`src/rtl/seg_pkg.sv`:
```
// Shared constants for the 7-segment loopback receiver: segment patterns and FSM states.
package seg_pkg;

  // Positive-logic segment patterns, bit0=a .. bit6=g; entry i decodes to nibble i.
  localparam logic [15:0][6:0] SEG_HEX = {
    7'h71, 7'h79, 7'h5E, 7'h39, 7'h7C, 7'h77, 7'h6F, 7'h7F,
    7'h07, 7'h7D, 7'h6D, 7'h66, 7'h4F, 7'h5B, 7'h06, 7'h3F
  };
  localparam logic [6:0] SEG_BLANK = 7'h00;

  typedef enum logic {SEEK = 1'b0, COLLECT = 1'b1} rx_state_t;

endpackage

```
`src/rtl/seven_seg_decode.sv`:
```
// Combinational reverse lookup of a positive-logic segment pattern to a hex nibble.
module seven_seg_decode
  import seg_pkg::*;
(
  input  logic [6:0] seg_in,
  output logic [3:0] nibble_out,
  output logic       blank_out,
  output logic       bad_out
);

  always_comb begin
    nibble_out = '0;
    blank_out  = (seg_in == SEG_BLANK);
    bad_out    = !blank_out;
    for (int i = 0; i < 16; i++) begin
      if (seg_in == SEG_HEX[i]) begin
        nibble_out = 4'(i);
        bad_out    = 1'b0;
      end
    end
  end

endmodule

```
`src/rtl/seven_seg_rx.sv`:
```
// Loopback monitor for the multiplexed 7-segment bus: samples settled digits, decodes them
// and publishes a complete frame once every digit has been seen since the last digit-0 capture.
module seven_seg_rx
  import seg_pkg::*;
#(
  parameter int NUM_DIGITS     = 8,
  parameter int SETTLE_CYCLES  = 16,
  parameter int TIMEOUT_CYCLES = 2**20
) (
  input  logic                    clk_in,
  input  logic                    rst_in,
  input  logic [6:0]              cat_in,
  input  logic [NUM_DIGITS-1:0]   an_in,
  output logic [4*NUM_DIGITS-1:0] val_out,
  output logic [NUM_DIGITS-1:0]   blank_out,
  output logic [NUM_DIGITS-1:0]   bad_out,
  output logic                    valid_out,
  output logic                    an_err_out,
  output logic                    timeout_out
);

  localparam int W  = NUM_DIGITS + 7;
  localparam int SW = $clog2(SETTLE_CYCLES + 1);
  localparam int TW = (TIMEOUT_CYCLES > 2) ? $clog2(TIMEOUT_CYCLES) : 1;
  localparam int KW = (NUM_DIGITS > 1) ? $clog2(NUM_DIGITS) : 1;

  logic [W-1:0]                  s1_q, s1_d, s2_q, s2_d, prev_q, prev_d;
  logic [SW-1:0]                 set_q, set_d;
  logic [TW-1:0]                 tmo_q, tmo_d;
  rx_state_t                     st_q, st_d;
  logic [NUM_DIGITS-1:0]         mask_q, mask_d;
  logic [NUM_DIGITS-1:0][3:0]    sh_val_q, sh_val_d, val_q, val_d;
  logic [NUM_DIGITS-1:0]         sh_blank_q, sh_blank_d, blank_q, blank_d;
  logic [NUM_DIGITS-1:0]         sh_bad_q, sh_bad_d, bad_q, bad_d;
  logic                          done_q, done_d, valid_q, valid_d;
  logic                          an_err_q, an_err_d, tmo_p_q, tmo_p_d;

  logic [NUM_DIGITS-1:0] an_act;
  logic [KW-1:0]         k;
  logic                  stable, sample, cap, wr;
  logic [3:0]            dec_nib;
  logic                  dec_blank, dec_bad;

  seven_seg_decode u_dec (
    .seg_in     (~s2_q[6:0]),
    .nibble_out (dec_nib),
    .blank_out  (dec_blank),
    .bad_out    (dec_bad)
  );

  always_comb begin
    s1_d   = {an_in, cat_in};
    s2_d   = s1_q;
    prev_d = s2_q;
    stable = (s2_q == prev_q);
    // Saturate one past the fire point so a long dwell fires exactly once.
    set_d  = !stable ? '0 : (set_q == SW'(SETTLE_CYCLES)) ? set_q : set_q + 1'b1;
    sample = stable && (set_q == SW'(SETTLE_CYCLES - 1));
    an_act = ~s2_q[W-1:7];
    cap    = sample && $onehot(an_act);
    an_err_d = sample && (an_act != '0) && !$onehot(an_act);
    k = '0;
    for (int i = 0; i < NUM_DIGITS; i++) if (an_act[i]) k = KW'(i);

    st_d       = st_q;
    mask_d     = mask_q;
    sh_val_d   = sh_val_q;
    sh_blank_d = sh_blank_q;
    sh_bad_d   = sh_bad_q;
    tmo_d      = '0;
    tmo_p_d    = 1'b0;
    done_d     = 1'b0;
    wr         = 1'b0;
    valid_d    = done_q;
    val_d      = done_q ? sh_val_q   : val_q;
    blank_d    = done_q ? sh_blank_q : blank_q;
    bad_d      = done_q ? sh_bad_q   : bad_q;

    case (st_q)
      SEEK: if (cap && k == '0) begin
        wr     = 1'b1;
        mask_d = '0;
        st_d   = COLLECT;
      end
      COLLECT: begin
        if (cap) wr = 1'b1;
        else if (tmo_q == TW'(TIMEOUT_CYCLES - 1)) begin
          mask_d  = '0;
          tmo_p_d = 1'b1;
          st_d    = SEEK;
        end else tmo_d = tmo_q + 1'b1;
      end
      default: st_d = SEEK;
    endcase

    if (wr) begin
      mask_d[k]     = 1'b1;
      sh_val_d[k]   = dec_nib;
      sh_blank_d[k] = dec_blank;
      sh_bad_d[k]   = dec_bad;
      if (&mask_d) begin
        done_d = 1'b1;
        mask_d = '0;
        st_d   = SEEK;
      end
    end
  end

  always_ff @(posedge clk_in or posedge rst_in) begin
    if (rst_in) begin
      s1_q <= '0;  s2_q <= '0;  prev_q <= '0;
      set_q <= '0; tmo_q <= '0; st_q <= SEEK; mask_q <= '0;
      sh_val_q <= '0; sh_blank_q <= '0; sh_bad_q <= '0;
      val_q <= '0; blank_q <= '0; bad_q <= '0;
      done_q <= 1'b0; valid_q <= 1'b0; an_err_q <= 1'b0; tmo_p_q <= 1'b0;
    end else begin
      s1_q <= s1_d;  s2_q <= s2_d;  prev_q <= prev_d;
      set_q <= set_d; tmo_q <= tmo_d; st_q <= st_d; mask_q <= mask_d;
      sh_val_q <= sh_val_d; sh_blank_q <= sh_blank_d; sh_bad_q <= sh_bad_d;
      val_q <= val_d; blank_q <= blank_d; bad_q <= bad_d;
      done_q <= done_d; valid_q <= valid_d; an_err_q <= an_err_d; tmo_p_q <= tmo_p_d;
    end
  end

  assign val_out     = val_q;
  assign blank_out   = blank_q;
  assign bad_out     = bad_q;
  assign valid_out   = valid_q;
  assign an_err_out  = an_err_q;
  assign timeout_out = tmo_p_q;

endmodule

```
`config.mk`:
```
export PLATFORM = sky130hd
export DESIGN_NAME = seven_seg_rx
export DESIGN_NICKNAME = d
export VERILOG_FILES = /design/src/rtl/seg_pkg.sv /design/src/rtl/seven_seg_decode.sv /design/src/rtl/seven_seg_rx.sv
export SDC_FILE = /design/constraint.sdc
export NUM_CORES = 1
export LEC_CHECK = 0
export CORE_MARGIN = 1.5
export CORE_UTILIZATION = 52
export DETAILED_ROUTE_END_ITERATION = 16
export GPL_ROUTABILITY_DRIVEN = 0
export PLACE_DENSITY = 0.82
export SYNTH_ARGS = -nofsm -noshare
export SYNTH_HDL_FRONTEND = slang
export SYNTH_SLANG_ARGS = --single-unit
```
`constraint.sdc`:
```
create_clock -name clk_in -period 5.9 [get_ports clk_in]
set_input_delay 1.18 -clock clk_in [delete_from_list [all_inputs] [get_ports clk_in]]
set_output_delay 1.18 -clock clk_in [all_outputs]
set_load 0.005 [all_outputs]
```
======== Word-level counts from Yosys, hierarchy flattened ========
Index checks and enable logic that the tools add are counted.
Widths: inputs -> output; s select.
word-level totals
  bits in registers ....................... 179
  bits of input ports ..................... 17
  output and inout bits ................... 51
operators by class
  $add $sub $neg .......................... 9
  magnitude comparators ................... 2
  eq/ne operators ......................... 22
  multiplexer cells ....................... 69
  bitwise gates (word level) .............. 4
  reduce and logical (&&, ||, !) cells .... 12
operators with widths
  kind                   number
  $eq 7x7->1 const B     12
  $mux 20                3
  $mux 8                 5
  $mux 4                 9
  $bwmux 32              1
  $mux 1                 30
  $mux 3                 10
  $add 20x1->20 const B  1
  $eq 20x20->1 const B   1
  $bwmux 8               2
  $pmux 8 s2             1
  $eq 15x15->1           1
  $eq 7x3->1 const B     2
  $eq 7x6->1 const B     2
  $demux 4 s3            1
  $mux 5                 2
  $add 1x1->2            4
  $not 8->8              1
  $or 8x8->8             1
  $reduce_and 8->1       1
  $reduce_bool 8->1      1
  $logic_not 7->1        1
  $not 7->7              1
  $add 2x2->3            2
  15 further kinds       23

======== Longest topological paths before layout ========
  word-level depth ........................ 20
  gate-level depth with buffers ........... 15
  gate-level depth less buffers ........... 13

======== Cells and area by module ========
Synthesis repeated with hierarchy kept, for this count alone.
unflattened totals
  cell total of the unflattened synthesis .. 565
  area total of the unflattened synthesis .. 7390.8 um2
modules (own cells, without submodules)
  module            instances  cells an instance  area an instance (um2)  sequential area each (um2)
  seven_seg_rx      1          498                6976.7                  4479.3
  seven_seg_decode  1          67                 414.1                   0.0

======== Worst setup path before layout ========
No wires, ideal clock.
  path kind ............................... flip-flop to flip-flop
  start ................................... register s2_q[7] (netlist: prev_d[7])
  end ..................................... register sh_bad_q[5]
  setup time .............................. 0.125 ns
  data arrival time ....................... 4.205 ns
  data required time ...................... 5.775 ns
  path slack .............................. 1.571 ns
  stages on the path, launching flop included .. 15
  path buffers ............................ 1
  cell sequence ........................... dfrtp_1 -> fa_1 -> inv_1 -> fa_1 -> fa_1 -> ha_1 -> inv_1 -> fa_1 -> nand2b_1 -> o41ai_2 -> and2_1 -> buf_2 -> o2111ai_4 -> nor4_4 -> mux2_2
on the way
  longest elaborated chain between the ends .. 9
  elaborated cells between the ends (all ways) .. 12
  those cells by class .................... add/sub: 3; eq/ne: 2; mux: 3; bitwise: 1; reduce/logical: 3
ends and longest elaborated chain
  item                               RTL line             RTL
  start: declaration                 seven_seg_rx.sv:27   logic [W-1:0] s1_q, s1_d, s2_q, s2_d, prev_q, prev_d;
  start signal: assignment           seven_seg_rx.sv:111  s1_q <= '0; s2_q <= '0; prev_q <= '0;
  start signal: assignment           seven_seg_rx.sv:117  s1_q <= s1_d; s2_q <= s2_d; prev_q <= prev_d;
  $not 8->8                          seven_seg_rx.sv:59   an_act = ~s2_q[W-1:7];
  $add 1x1->2 (implied by the code)  seven_seg_rx.sv:60   cap = sample && $onehot(an_act);
  $add 2x2->3 (implied by the code)  seven_seg_rx.sv:60
  $add 3x3->4 (implied by the code)  seven_seg_rx.sv:60
  $eq 4x1->1                         seven_seg_rx.sv:60
  $logic_and 1x1->1 (*)              seven_seg_rx.sv:60
  $logic_and 1x1->1                  seven_seg_rx.sv:80   SEEK: if (cap && k == '0) begin
  $mux 1                             seven_seg_rx.sv:80
  $pmux 1 s2 (*)                     seven_seg_rx.sv:79   case (st_q)
  end signal: assignment             seven_seg_rx.sv:113  sh_val_q <= '0; sh_blank_q <= '0; sh_bad_q <= '0;
  end signal: assignment             seven_seg_rx.sv:119  sh_val_q <= sh_val_d; sh_blank_q <= sh_blank_d; sh_bad_q <= sh_bad_d;
  end: declaration                   seven_seg_rx.sv:34   logic [NUM_DIGITS-1:0] sh_bad_q, sh_bad_d, bad_q, bad_d;
Every way passes the cells marked *; elsewhere a longest branch is shown, timed or not.
A chain may end at the register's enable or synchronous reset.

======== Worst setup path in the final report ========
  start ................................... register s2_q[8] (netlist: prev_d[8])
  end ..................................... register sh_val_q[21] (netlist name)
on the way
  longest elaborated chain between the ends .. 13
  elaborated cells between the ends (all ways) .. 26
  those cells by class .................... add/sub: 3; order compare: 2; eq/ne: 2; mux: 13; bitwise: 1; reduce/logical: 5
ends and longest elaborated chain
  item                                                                   RTL line             RTL
  $not 8->8                                                              seven_seg_rx.sv:59
  $mux 1                                                                 seven_seg_rx.sv:63   for (int i = 0; i < NUM_DIGITS; i++) if (an_act[i]) k = KW'(i);
  $mux 3 (6 in series)                                                   seven_seg_rx.sv:63
  $lt 3x4->1 (implied by the code) / $ge 3x1->1 (equally long branches)  seven_seg_rx.sv:98   sh_val_d[k] = dec_nib;
  $logic_and 1x1->1 (implied by the code)                                seven_seg_rx.sv:98
  $mux 4 (implied by the code)                                           seven_seg_rx.sv:98
  $demux 4 s3                                                            seven_seg_rx.sv:98
  $bwmux 32                                                              seven_seg_rx.sv:98
  end signal: assignment                                                 seven_seg_rx.sv:113
  end signal: assignment                                                 seven_seg_rx.sv:119
  end: declaration                                                       seven_seg_rx.sv:32   logic [NUM_DIGITS-1:0][3:0] sh_val_q, sh_val_d, val_q, val_d;
Several ways; a longest one is shown, not always the timed one.

==> impl_metrics.csv <==
group,metric,value,unit
power,ir_drop,0.199,mV
run_status,status,"finished clean",
setup_path,max_stage_delay,530,ps
routing,ant_nets,0,
floorplanning,start_util,53.6,%
sta,skew,7.47,ps
clocking,ctsHtreeMaxLevel,4,
routing,vias_per_cell,5.58,
clocking,cts_made_buffers,17,
setup_path,start_kind,"flip-flop",
grt,grt_pass1_wl,23.4,mm
sta,fin_ws,1120,ps
sta,report.final.slew_viol_count,0,
clocking,clock_sinks,179,
routing,drt-total-wl,14.0,mm
logic_synthesis,synth_nets,586,
logic_synthesis,synth_edf_count,0,
power,power_frac_seq,49.6,%
cells_and_area,final_cells,807,
floorplanning,die-width,123,um
grt,grt_pass1_vias,4708,
power,p_int,2.03,mW
setup_path,r2r_slack,1120,ps
placed_design,place_ws,1130,ps
logic_synthesis,synth_warnings,0,
grt,met3_usage,3.44,%
grt,grt_usage,20.4,%
setup_path,cp_slowest_cell,"fa_1",
floorplanning,core_area,13900,um^2
clocking,hold_buffers,0,
cells_and_area,fin_util,63.7,%
sta,setup_violations,0,
logic_synthesis,synth.yosys.seq_area_share,60.0,%
power,p_per_area,287,nW/um^2
logic_synthesis,ys_seq_elements,179,
min_path,min_path_type,"reg2reg",
floorplanning,die_area,15100,um^2
logic_synthesis,synth_cells,557,
floorplanning,io_pins,68,
sta,slew_headroom,27.7,%
placed_design,port_buffers,67,
clocking,root_buffer,"clkbuf_16",
grt,antenna_found_initial,0,
setup_path,crit_chain,"fa_1 > inv_1 > fa_1 > fa_1 > ha_1 > inv_1 > fa_1 > nand2b_1 > o41ai_2 > and2_1 > o2111ai_4 > nor4_4 > mux2_2",
routing,wire_per_inst,17.4,um
routing,drc,0,
power,clkPwrFrac,46.4,%
sta,rsz0062_at_grt,"false",
floorplanning,die_y,123,um
routing,drt_iter0_drc,311,
sta,min_period,4780,ps
setup_path,reg2regPathDepth,13,
sta,holdWs,345,ps
grt,grtUsageMet1,26.2,%
sta,worst_pin_slew,1090,ps
cells_and_area,stdcell_area,8870,um^2
sta,fmax,209,MHz
cells_and_area,drive_gt1_share,22.6,%
cells_and_area,antenna_cells,0,
routing,drtPass1Iterations,4,
placed_design,placed_area,8230,um^2
sta,tns,0,ps
grt,overflow,0,
power,leakagePower,4.08,nW
floorplanning,placementRows,43,
sta,period_share,81.1,%
clocking,cts.reportedPaths.clkPinSlew,60,ps
logic_synthesis,syn_area_per_cell,13.4,um^2
logic_synthesis,yosysUniqueCellTypes,61,
clocking,post_cts_resized,0,
logic_synthesis,synth_ff_type,"dfrtp_1",
setup_path,arrival,5080,ps
power,netSwitchingFraction,20.4,%
grt,grt_max_degree,180,
run,drv_cap,0,
setup_path,worstSetupPathType,"reg2reg",
clocking,postCtsSetupRepairBufs,0,
clocking,cts_tree,"done",
grt,busiest_layer,"met2",
logic_synthesis,syn_area,7460,um^2
power,p_comb_share,4.0,%
clocking,cts_buffer_depth,2,
cells_and_area,areaGrowthSynthToFinish,18.9,%
sta,report.final.hold_viol_count,0,
grt,use_met2,34.2,%
setup_path,cp.required,6200,ps
setup_path,crit_path_frequent_cell,"fa_1",
setup_path,path_max_fanout,7,
min_path,min_path_cells,0,
logic_synthesis,async_reset_ff_share,100,%
power,p_sw,0.520,mW
cells_and_area,final_nets,643,
setup_path,critPathCaptureType,"flip-flop",
clocking,clk_latency,420,ps
placed_design,dp.cells,775,
routing,num_vias,4504,
placed_design,place_hpwl,9.39,mm
power,power,2.55,mW
==> flip-flops by register name, summed over array words and instances (netlist names) <==
register,cells
sh_bad_q,8
blank_out,8
bad_out,8
sh_blank_q,8
valid_out,1
done_q,1
mask_q,8
tmo_q,20
an_err_out,1
prev_d,15
s1_q,15
st_q,1
prev_q,15
timeout_out,1
val_out,32
set_q,5
sh_val_q,32
==> cells in the mapped netlist (all sizes together), types with 2 or more instances <==
| master | count | area, um^2 |
|---|---|---|
| a2111oi | 2 | 42.5 |
| a21oi | 9 | 45.0 |
| a22o | 3 | 26.3 |
| and2 | 8 | 50.1 |
| and3 | 8 | 50.1 |
| and4 | 7 | 61.3 |
| buf | 13 | 86.3 |
| clkbuf | 17 | 65.1 |
| dfrtp | 179 | 4480 |
| fa | 4 | 80.1 |
| ha | 8 | 100 |
| inv | 18 | 67.6 |
| mux2 | 96 | 1080 |
| nand2 | 16 | 60.1 |
| nand2b | 4 | 25.0 |
| nand3 | 25 | 125 |
| nand3b | 3 | 22.5 |
| nand4 | 11 | 68.8 |
| nand4b | 2 | 17.5 |
| nor2 | 36 | 138 |
| nor2b | 3 | 18.8 |
| nor3 | 8 | 67.6 |
| nor3b | 2 | 15.0 |
| nor4 | 5 | 58.8 |
| o2111ai | 3 | 43.8 |
| o211a | 2 | 20.0 |
| o211ai | 2 | 15.0 |
| o21ai | 7 | 35.0 |
| o21bai | 2 | 15.0 |
| or3 | 2 | 12.5 |
| or4 | 2 | 18.8 |
| xnor2 | 5 | 43.8 |
| xor2 | 32 | 280 |
==> layout make-up <==
type	count	area, um^2
Fill cell	990	5060
Sequential cell	179	4480
Multi-Input combinational cell	330	2770
Timing Repair Buffer	68	691
Clock buffer	24	522
Tap cell	180	225
Clock inverter	8	120
Inverter	18	71.3
==> final timing paths <==
kind / start / to
worst max-delay path: prev_d[8]$_DFF_PP0_ / sh_val_q[21]$_DFFE_PP0P_
worst min-delay path: s1_q[5]$_DFF_PP0_ / prev_d[5]$_DFF_PP0_
worst max register to register: prev_d[8]$_DFF_PP0_ / sh_val_q[21]$_DFFE_PP0P_
worst min register to register: s1_q[5]$_DFF_PP0_ / prev_d[5]$_DFF_PP0_
max in group asynchronous: rst_in / done_q$_DFF_PP0_
min in group asynchronous: rst_in / s1_q[9]$_DFF_PP0_
==> cell families (layout without fill, tap and decap cells) <==
group / after synthesis / count (layout) / share of synthesized area (%)
compound gates: 37 / 37 / 4.16
xor+xnor: 37 / 37 / 4.34
fa+ha+maj: 12 / 12 / 2.41
buf+inv: 48 / 118 / 2.93
flops: 179 / 179 / 60.0
mux: 97 / 97 / 14.7
simple gates: 147 / 147 / 11.5
==> per-layer routing <==
metal,vias up,part of all wire [%]
met5,-,0
met4,0,1.7
met3,20,3.3
met2,120,53
met1,2317,42
li1,2047,-
==> worst max-delay path, delay by kind of cell (launching register included) <==
| kind | cells | cell delay (ps) |
|---|---|---|
| and+or+nand+nor | 3 | 950 |
| muxes | 1 | 400 |
| buffers and inverters | 2 | 100 |
| adders and majority gates | 5 | 2030 |
| DFF | 1 | 470 |
| AOI/OAI and AO/OA | 2 | 690 |
==> power by group through the flow <==
stage / logic (mW) / clock network [mW] / registers (mW)
after detailed placement: 0.104 / 0 / 1.28
after global routing: 0.119 / 1.25 / 1.26
after floorplan: 0.0812 / 0 / 1.27
final: 0.103 / 1.18 / 1.26
after global placement: 0.0965 / 0 / 1.28
after CTS: 0.104 / 1.20 / 1.26
==> cells in the final DEF (no fill, tap or decap), drive strengths merged, types with 8 or more instances in the layout <==
| master | instances |
|---|---|
| clkbuf | 24 |
| nor3 | 8 |
| ha | 8 |
| nand4 | 11 |
| mux2 | 96 |
| a21oi | 9 |
| nand3 | 25 |
| and2 | 8 |
| inv | 17 |
| nor2 | 36 |
| and3 | 8 |
| clkdlybuf4s50 | 67 |
| xor2 | 32 |
| nand2 | 16 |
| dfrtp | 179 |
Note: power is estimated with default switching activity, not from simulation.
